**src/rtl/program_loader.sv**
```systemverilog
// Front-panel program loader for the SAP computer: debounces the write key,
// drives single-cycle RAM write strobes and holds the CPU until run mode.
module program_loader #(
  parameter int ADDR_W          = 4,
  parameter int DATA_W          = 8,
  parameter int DEBOUNCE_CYCLES = 16
) (
  input  logic              clock,
  input  logic              clear,
  input  logic              prog_run,
  input  logic              write_key,
  input  logic              auto_inc,
  input  logic [ADDR_W-1:0] switch_enderecos,
  input  logic [DATA_W-1:0] switch_dados,
  output logic [ADDR_W-1:0] ram_addr,
  output logic [DATA_W-1:0] ram_data,
  output logic              ram_we,
  output logic              cpu_hold,
  output logic              busy,
  output logic [ADDR_W:0]   load_count,
  output logic [2:0]        state_dbg
);

  localparam int CNT_W = $clog2(DEBOUNCE_CYCLES + 1);
  localparam logic [CNT_W-1:0] CNT_LAST    = CNT_W'(DEBOUNCE_CYCLES - 1);
  localparam logic [CNT_W-1:0] HANDOFF_END = CNT_W'(1);
  localparam logic [ADDR_W:0]  LOAD_MAX    = {1'b1, {ADDR_W{1'b0}}};

  typedef enum logic [2:0] {
    PROG_IDLE  = 3'd0,
    PRESS_DB   = 3'd1,
    COMMIT     = 3'd2,
    RELEASE_DB = 3'd3,
    HANDOFF    = 3'd4,
    RUN        = 3'd5
  } state_t;

  // Valid/ready does not apply here: ram_we is a one-cycle strobe with
  // ram_addr/ram_data already stable; the RAM has no way to stall it.

  state_t            state_q, state_d;
  logic [CNT_W-1:0]  cnt_q, cnt_d;
  logic [ADDR_W-1:0] ptr_q, ptr_d;
  logic [ADDR_W-1:0] addr_q, addr_d;
  logic [DATA_W-1:0] data_q, data_d;
  logic              we_q, we_d;
  logic              hold_q, hold_d;
  logic              busy_q, busy_d;
  logic [ADDR_W:0]   count_q, count_d;
  logic              prog_s1_q, prog_s2_q;
  logic              key_s1_q, key_s2_q;
  logic              prog_sync, key_low;

  assign prog_sync = prog_s2_q;
  assign key_low   = ~key_s2_q;

  always_comb begin
    state_d = state_q;
    cnt_d   = cnt_q;
    ptr_d   = ptr_q;
    addr_d  = addr_q;
    data_d  = data_q;
    count_d = count_q;
    case (state_q)
      PROG_IDLE: begin
        if (prog_sync) begin
          state_d = HANDOFF;
          cnt_d   = '0;
        end else if (key_low) begin
          state_d = PRESS_DB;
          cnt_d   = '0;
        end
      end
      PRESS_DB: begin
        if (prog_sync) begin
          state_d = HANDOFF;
          cnt_d   = '0;
        end else if (!key_low) begin
          state_d = PROG_IDLE;
        end else if (cnt_q == CNT_LAST) begin
          state_d = COMMIT;
          data_d  = switch_dados;
          addr_d  = auto_inc ? ptr_q : switch_enderecos;
        end else begin
          cnt_d = cnt_q + CNT_W'(1);
        end
      end
      COMMIT: begin
        // The write always completes; a pending mode switch is honoured after it.
        if (auto_inc) ptr_d = ptr_q + ADDR_W'(1);
        if (count_q != LOAD_MAX) count_d = count_q + (ADDR_W+1)'(1);
        cnt_d   = '0;
        state_d = prog_sync ? HANDOFF : RELEASE_DB;
      end
      RELEASE_DB: begin
        if (prog_sync) begin
          state_d = HANDOFF;
          cnt_d   = '0;
        end else if (key_low) begin
          cnt_d = '0;
        end else if (cnt_q == CNT_LAST) begin
          state_d = PROG_IDLE;
        end else begin
          cnt_d = cnt_q + CNT_W'(1);
        end
      end
      HANDOFF: begin
        if (!prog_sync) begin
          state_d = PROG_IDLE;
          ptr_d   = '0;
          count_d = '0;
        end else if (cnt_q == HANDOFF_END) begin
          state_d = RUN;
        end else begin
          cnt_d = cnt_q + CNT_W'(1);
        end
      end
      RUN: begin
        if (!prog_sync) begin
          state_d = PROG_IDLE;
          ptr_d   = '0;
          count_d = '0;
        end
      end
      default: begin
        state_d = PROG_IDLE;
      end
    endcase
    we_d   = (state_d == COMMIT);
    busy_d = (state_d == PRESS_DB) || (state_d == COMMIT);
    hold_d = (state_d != RUN);
  end

  always_ff @(posedge clock or negedge clear) begin
    if (!clear) begin
      state_q   <= PROG_IDLE;
      cnt_q     <= '0;
      ptr_q     <= '0;
      addr_q    <= '0;
      data_q    <= '0;
      we_q      <= 1'b0;
      hold_q    <= 1'b1;
      busy_q    <= 1'b0;
      count_q   <= '0;
      prog_s1_q <= 1'b0;
      prog_s2_q <= 1'b0;
      key_s1_q  <= 1'b1;
      key_s2_q  <= 1'b1;
    end else begin
      state_q   <= state_d;
      cnt_q     <= cnt_d;
      ptr_q     <= ptr_d;
      addr_q    <= addr_d;
      data_q    <= data_d;
      we_q      <= we_d;
      hold_q    <= hold_d;
      busy_q    <= busy_d;
      count_q   <= count_d;
      prog_s1_q <= prog_run;
      prog_s2_q <= prog_s1_q;
      key_s1_q  <= write_key;
      key_s2_q  <= key_s1_q;
    end
  end

  assign ram_addr   = addr_q;
  assign ram_data   = data_q;
  assign ram_we     = we_q;
  assign cpu_hold   = hold_q;
  assign busy       = busy_q;
  assign load_count = count_q;
  assign state_dbg  = state_q;

endmodule

```
**config.mk**
```make
export PLATFORM = sky130hd
export DESIGN_NAME = program_loader
export DESIGN_NICKNAME = d
export VERILOG_FILES = /design/src/rtl/program_loader.sv
export SDC_FILE = /design/constraint.sdc
export NUM_CORES = 1
export LEC_CHECK = 0
export BUFFER_PORTS_ARGS = -buffer_cell sky130_fd_sc_hd__buf_2
export CAP_MARGIN = 0
export CORE_UTILIZATION = 53
export DETAILED_ROUTE_END_ITERATION = 6
export HOLD_SLACK_MARGIN = 0.06
export PLACE_DENSITY = 0.78
export SETUP_SLACK_MARGIN = 0.2
export SYNTH_ARGS = -nofsm -noshare
export SYNTH_HDL_FRONTEND = slang
export SYNTH_SLANG_ARGS = --single-unit
export TNS_END_PERCENT = 20
```
**constraint.sdc**
```tcl
create_clock -name clock -period 2.4 [get_ports clock]
set_input_delay 0.48 -clock clock [delete_from_list [all_inputs] [get_ports clock]]
set_output_delay 0.48 -clock clock [all_outputs]
set_load 0.02 [all_outputs]
```
## Yosys cells after proc, flatten, opt, wreduce, memory -nomap -nowiden

Index checks and enable logic that the tools add are counted.

- $add $sub $neg: 3
- Eq/ne operators: 18
- Muxes and demuxes: 30
- Bitwise gates (word level): 2
- Reduce and logical (&&, ||, !) cells: 9

Operator list:

| cell | count |
|---|---|
| 5-bit 2-to-1 mux | 11 |
| 3-bit 2-to-1 mux | 12 |
| 5-bit one-hot mux with 5 select lines | 1 |
| 3-bit one-hot mux with 6 select lines | 1 |
| 4-bit 2-to-1 mux | 3 |
| 5-bit by 1-bit adder with 5-bit output (second input constant) | 2 |
| 2-bit != test (second input constant) | 5 |
| 5-bit one-hot mux with 2 select lines | 1 |
| 3-bit by 2-bit == test with 1-bit output (second input constant) | 3 |
| 3-bit != test (second input constant) | 3 |
| 4-bit one-hot mux with 2 select lines | 1 |
| 3-bit by 1-bit == test with 1-bit output (second input constant) | 2 |
| 3-bit == test (second input constant) | 2 |
| 3-bit AND reduction | 2 |
| 5-bit by 1-bit == test with 1-bit output (second input constant) | 1 |
| 5-bit by 4-bit == test with 1-bit output (second input constant) | 1 |
| 5-bit != test (second input constant) | 1 |
| 5-bit AND reduction | 1 |
| 5-bit nonzero test | 1 |
| 4-bit by 1-bit adder with 4-bit output (second input constant) | 1 |
| 4-bit AND reduction | 1 |
| 3-bit zero test | 1 |
| 1-bit NOT | 2 |
| 2-bit nonzero test | 1 |
| other kinds (2) | 2 |

- Flip-flop bits (word level): 36
- Bits of input ports: 17
- Output and inout port bits: 23
- Word-level logic and storage cells: 75

## Logic depth before layout (Yosys ltp)

Gate-level depths: netlist (run 1).

- Depth after elaboration: 7
- Depth in mapped cells: 8
- Depth with buffers taken out: 7

## Least setup slack after synthesis (run 1)

No wires, ideal clock.

- Path type: reg-to-reg
- Start: register cnt_q[0]
- End: register data_q[7], in the netlist ram_data[7]
- Setup time: 0.125 ns
- Arrival time: 1.858 ns
- Path slack: 0.417 ns
- Stages on the path, launching flop included: 8
- Buffers on the path: 1
- Period minus slack after synthesis: 1.983 ns
- Path through: dfrtp_1 -> ha_1 -> and3_1 -> ha_1 -> nand2_1 -> nor4_4 -> buf_6 -> mux2_4

- Longest elaborated chain between the ends: 2

Ends and longest elaborated chain:

| what | line | RTL |
|---|---|---|
| start, declared | 42 | `logic [CNT_W-1:0] cnt_q, cnt_d;` |
| start signal, assigned | 151 | `cnt_q <= cnt_d;` |
| 5-bit by 4-bit == test with 1-bit output | 80 | `end else if (cnt_q == CNT_LAST) begin` |
| 4-bit AND reduction (no source line) | n/a |  |
| end signal, assigned | 154 | `data_q <= data_d;` |
| end, declared | 45 | `logic [DATA_W-1:0] data_q, data_d;` |

No other way between the ends.
A chain may end at the register's enable or synchronous reset.

## Worst setup path in the final report (run 1)

- Start: register cnt_q[0]
- End: register data_q[1], in the netlist ram_data[1]

Same word-level chain as after synthesis.

==> results of run 1 <==
cell families after synthesis:
kind of cell	Yosys count	synth area share, %
muxes	14	8.699
AOI/OAI and AO/OA	38	13.23
and+or+nand+nor	45	15.14
buffers and inverters	17	5.374
DFF	36	51.13
adders and majority gates	7	4.950
xor gates and xnor gates	3	1.485
worst reg2reg max path, stage by stage (launching register included):
cell and delay, ns:
dfrtp_1 0.41, ha_1 0.23, and3_1 0.20, ha_1 0.20
nand2_1 0.15, nor4_4 0.32, buf_6 0.18, mux2_2 0.34
final timing paths:
check | startpoint | endpoint | depth (start not counted)
setup / recovery | cnt_q[0] | ram_data[1] | 7
min in group clock | write_key | key_s1_q | 1
max in group asynchronous | clear | state_dbg[0] | 1
setup reg to reg | cnt_q[0] | ram_data[1] | 7
hold / removal | clear | load_count[2] | 1
hold reg to reg | prog_s1_q | prog_s2_q | 0
cell type report:
cell class,count,area [um2]
Clock buffer,6,41.29
Timing Repair Buffer,44,236.5
Multi-Input combinational cell,107,769.5
Sequential cell,36,904.6
Inverter,8,30.03
Clock inverter,2,35.03
Tap cell,44,55.05
Fill cell,259,1031
layout by cell type (no fill, tap or decap), types with 2 or more instances in the layout:
master	netlist	routed
buf_2	1	39
dfrtp_1	33	33
nor2_1	14	14
o21ai_0	11	11
a21oi_1	10	10
inv_1	8	8
mux2_2	7	7
ha_1	7	7
mux2i_1	6	6
nand2b_1	5	5
clkbuf_4	0	5
nand3_1	4	4
a31oi_1	4	4
buf_4	0	4
nor3b_1	3	3
xor2_1	3	3
o2bb2ai_1	3	3
dfstp_2	3	3
nand2_1	2	2
nor2b_1	2	2
nor3_1	2	2
o22ai_1	2	2
nand4_1	2	2
a21o_1	2	2
power breakdown:
part | switching (uW) | leakage [uW] | internal [uW] | total [uW]
sequential | 42.3 | 0.000459 | 640 | 682
clock | 193 | 0.0000422 | 218 | 411
combinational | 87.5 | 0.000499 | 74.8 | 162
total | 323 | 0.00100 | 933 | 1260
metal layers:
layer  wire length (um)  global-route usage, %  up-vias
li1                   -                      -      654
met1               1452                  25.64      653
met2               1619                  38.25       49
met3                197                  6.926        7
met4                 51                  8.306        0
met5                  0                      0        -
timing repair:
action,CTS,global route
endpoints found under the hold margin,0,0
gates resized for setup,0,1
setup endpoints to repair,0,12
setup buffers,0,2
flip-flops by register name, summed over array words and instances (netlist names):
name and cells:
busy 1, cnt_q 5, cpu_hold 1, key_s1_q 1
key_s2_q 1, load_count 5, prog_s1_q 1, prog_s2_q 1
ptr_q 4, ram_addr 4, ram_data 8, ram_we 1
state_dbg 3
through the flow:
| step | cell area (um2) | cells | hold WS, ns |
|---|---|---|---|
| 5_1_grt | 2072 | 247 | 0.2032 |
| 3_5_place_dp | 1977 | 237 | 0.3365 |
| 6_report | 2072 | 247 | 0.1911 |
| 2_1_floorplan | 1769 | 160 | 0.1844 |
| 3_3_place_gp | 1977 | 237 | 0.3330 |
| 4_1_cts | 2053 | 245 | 0.2153 |
==> results.json, run 1 <==
{
  "synth-seq-cells": 36,
  "synthFlopType": "dfrtp_1",
  "final_antenna_net_count": 0,
  "synth_edf_count": 0,
  "cts_buffers": 5,
  "area.growth.synth_to_final_pct": 17.11,
  "grt_usage_pct": 22.16,
  "clockRootBuffer": "clkbuf_4",
  "yosys.cell_count.top_type": "dfrtp_1",
  "via_count": 1363,
  "startpoint_type": "flip-flop",
  "dp_hpwl_mm": 2.389,
  "slowest_delay_ns": 0.41,
  "cts_hold_buf": 0,
  "syn_inst": 160,
  "period_minus_slack_ns": 2.132,
  "fin_crit_sh_pct": 88.84,
  "pin_count": 40,
  "ys_seq_area_share_pct": 51.13,
  "grt_first_pass_wirelength_mm": 5.747,
  "path_max_fanout": 9,
  "power_density_nw_per_um2": 606.1,
  "yosys-top-cells-count": "dfrtp_1, nor2_1, o21ai_0, a21oi_1, inv_1",
  "report.power.total_uw": 1256,
  "first_iter_violations": 70,
  "outcome": "finished clean",
  "cp_top_family": "simple AND/OR/NAND/NOR gates",
  "place_congestion": 0.8896,
  "clk_latency_ns": 0.34,
  "dr.pass1.iters": 4,
  "wl_per_cell_um": 13.45,
  "final_core_util_pct": 66.77,
  "h-tree-depth": 2,
  "place.port_buffers": 39,
  "fin_skew_ns": 0.01356,
  "ctsLongestPathBuffers": 2,
  "vias_per_cell": 5.518,
  "max_freq_mhz": 469.0,
  "die_h_um": 59.78,
  "async_reset_ff_share_pct": 100.0,
  "yosysWarnings": 0,
  "setup_viol_count_final": 0,
  "rsz0062_at_grt": "no",
  "n_antenna_cell": 0,
  "fin_setup_tns_ns": 0,
  "cts_num_sinks": 36,
  "grt_remaining_overflow": 0,
  "grt_pass1_vias": 1345,
  "maxCapViolCount": 0,
  "synth_top_area_cell": "dfrtp_1",
  "crit_arrival_ns": 2.37,
  "cp.required_ns": 2.64,
  "grt_max_degree": 37,
  "start_util_pct": 57.02,
  "r2r_setup_slack_ns": 0.27,
  "place_ws_ns": 0.2403,
  "fin_ws_ns": 0.2679,
  "drive_above_1_share_pct": 33.50,
  "synth_top_area_share_pct": 46.68,
  "hp-class": "input pin to asynchronous set/reset pin",
  "synth_area_leaders": "dfrtp_1, ha_1, dfstp_2",
  "cts_tree": "done",
  "power.leakage_uw": 0.001001,
  "die-area_um2": 3573,
  "cp.buffers_inverters": 1,
  "die_x_um": 59.78,
  "nets": 226,
  "hold_viol_final": 0,
  "maxSlewHeadroom_pct": 50.20,
  "ys_types": 42,
  "tightest_slew_ns": 0.7470,
  "critPathKind": "flip-flop to flip-flop",
  "post-route-drc-count": 0,
  "syn_area_per_cell_um2": 11.06,
  "row_count": 20,
  "antenna_found_initial": 0,
  "slowest_stage": "dfrtp_1",
  "synth_nets": 184,
  "wl_mm": 3.321,
  "slew_violations": 0,
  "ir_worst_vdd_v": 0.0004336,
  "netlist_area_um2": 1769,
  "clk_pin_slew_worst_paths_ns": 0.11,
  "crit_top_cell": "ha_1",
  "end_kind": "flip-flop",
  "crit_chain": "ha_1, and3_1, ha_1, nand2_1, nor4_4, buf_6, mux2_2",
  "core-area_um2": 3103
}
Note: power is estimated with default switching activity, not from simulation.
==> inputs of run 2 (changes only) <==
Settings changed: BUFFER_PORTS_ARGS -buffer_cell sky130_fd_sc_hd__buf_2 to not set, CORE_UTILIZATION 53 to 60, DONT_BUFFER_PORTS set to 1, PLACE_DENSITY 0.78 to 0.76, REMOVE_ABC_BUFFERS set to 1.
==> results.json, run 2 (synthesized netlist as in run 1, its figures left out) <==
{
  "die_h_um": 56.30,
  "cts_buffers": 5,
  "final_antenna_net_count": 0,
  "core-area_um2": 2781,
  "holdPathStages": 0,
  "fin_setup_tns_ns": 0,
  "outcome": "finished clean",
  "post-route-drc-count": 0,
  "ir_worst_vdd_v": 0.0006026,
  "crit_chain": "ha_1, and3_1, ha_1, nand2_1, nor4_4, buf_6, mux2_2",
  "row_count": 19,
  "cp.required_ns": 2.64,
  "cp.buffers_inverters": 1,
  "rsz0062_at_grt": "no",
  "dp_hpwl_mm": 2.270,
  "slowest_stage": "dfrtp_1",
  "first_iter_violations": 26,
  "wl_per_cell_um": 16.97,
  "cts_tree": "done",
  "largest_reg_flops": 8,
  "pin_count": 40,
  "vias_per_cell": 6.421,
  "clk_latency_ns": 0.34,
  "clockRootBuffer": "clkbuf_4",
  "wl_mm": 3.343,
  "drive_above_1_share_pct": 18.67,
  "grt_pass1_vias": 1295,
  "start_util_pct": 63.61,
  "dr.pass1.iters": 4,
  "crit_cells": 7,
  "layout_common_cells": "dfrtp_1, nor2_1, o21ai_0, a21oi_1, inv_1",
  "crit_arrival_ns": 2.30,
  "fin_crit_sh_pct": 85.89,
  "period_minus_slack_ns": 2.061,
  "tightest_slew_ns": 0.6143,
  "slew_violations": 0,
  "grt_first_pass_wirelength_mm": 5.678,
  "antenna_found_initial": 0,
  "grt_usage_pct": 23.49,
  "hp-class": "input pin to flip-flop",
  "power_density_nw_per_um2": 667.6,
  "setup_viol_count_final": 0,
  "place.port_buffers": 0,
  "startpoint_type": "flip-flop",
  "die-area_um2": 3170,
  "place_congestion": 0.8877,
  "h-tree-depth": 2,
  "clk_pin_slew_worst_paths_ns": 0.11,
  "critPathKind": "flip-flop to flip-flop",
  "hold_viol_final": 0,
  "cp_top_family": "simple AND/OR/NAND/NOR gates",
  "dpl_cell_area_um2": 1780,
  "power.leakage_uw": 0.0008410,
  "via_count": 1265,
  "crit_top_cell": "ha_1",
  "grt_max_degree": 37,
  "path_max_fanout": 17,
  "ctsLongestPathBuffers": 2,
  "n_antenna_cell": 0,
  "die_x_um": 56.30,
  "final_cell_area_um2": 1898,
  "final_common_cell": "dfrtp_1",
  "maxCapViolCount": 0,
  "maxSlewHeadroom_pct": 58.47,
  "end_kind": "flip-flop",
  "r2r_cells": 7,
  "grt_remaining_overflow": 0,
  "nets": 189,
  "slowest_delay_ns": 0.44,
  "whs_ns": 0.1205,
  "post_cts.repair.setup_buffers": 0,
  "cts_num_sinks": 36,
  "max_freq_mhz": 485.1,
  "fin_skew_ns": 0.01064,
  "area.growth.synth_to_final_pct": 7.284
}
run 2: changes by cell type in the layout (fill, tap and decap cells not counted):
cell / previous run / this run
clkinvlp_4: 0 / 1
inv_6: 0 / 1
dlygate4sd3_1: 0 / 1
clkinv_2: 1 / 0
buf_12: 0 / 1
clkbuf_1: 1 / 0
buf_2: 39 / 0
run 2: layout make-up:
class | instances | area [um2]
Sequential cell | 36 | 904.6
Fill cell | 221 | 883.3
Multi-Input combinational cell | 107 | 769.5
Timing Repair Buffer | 7 | 71.32
Clock inverter | 3 | 46.29
Tap cell | 31 | 38.79
Clock buffer | 5 | 37.54
Inverter | 8 | 30.03
run 2: path summary, 6_finish.rpt:
check / end / slack, ns / start
worst max-delay path: ram_data[4] / 0.34 / cnt_q[0]
worst min-delay path: key_s1_q / 0.12 / write_key
worst max register to register: ram_data[4] / 0.34 / cnt_q[0]
worst min register to register: prog_s2_q / 0.36 / prog_s1_q
max in group asynchronous: cpu_hold / 1.56 / clear
min in group asynchronous: load_count[1] / 0.59 / clear
run 2: metrics by stage:
step / power, uW / setup slack, ns / utilization (%) / cells
after floorplan: 782.7 / 0.2930 / - / 151
after global placement: 812.2 / 0.4663 / 64.01 / 187
after detailed placement: 826.0 / 0.3369 / 64.01 / 187
after CTS: 1280 / 0.3255 / 68.11 / 197
after global routing: 1325 / 0.2352 / 68.24 / 197
final: 1267 / 0.3387 / 68.24 / 197
run 2: power by group:
| part | switching, uW | internal [uW] |
|---|---|---|
| clock | 211 | 222 |
| combinational | 82.2 | 65.3 |
| sequential | 46.2 | 640 |
| total | 339 | 928 |
run 2: repair_timing:
action / 4_1_cts / 5_1_grt
setup endpoints to repair: 0 / 6
hold endpoints to repair: 36 / 0
hold buffers: 2 / 0
resized for setup: 0 / 1
run 2: metal layers:
layer / up-vias / global-route usage [%] / routed length (um)
li1: 587 / - / -
met2: 57 / 38.78 / 1614
met4: 0 / 10.80 / 65
met3: 11 / 6.682 / 221
met1: 610 / 28.62 / 1442
met5: - / 0 / 0
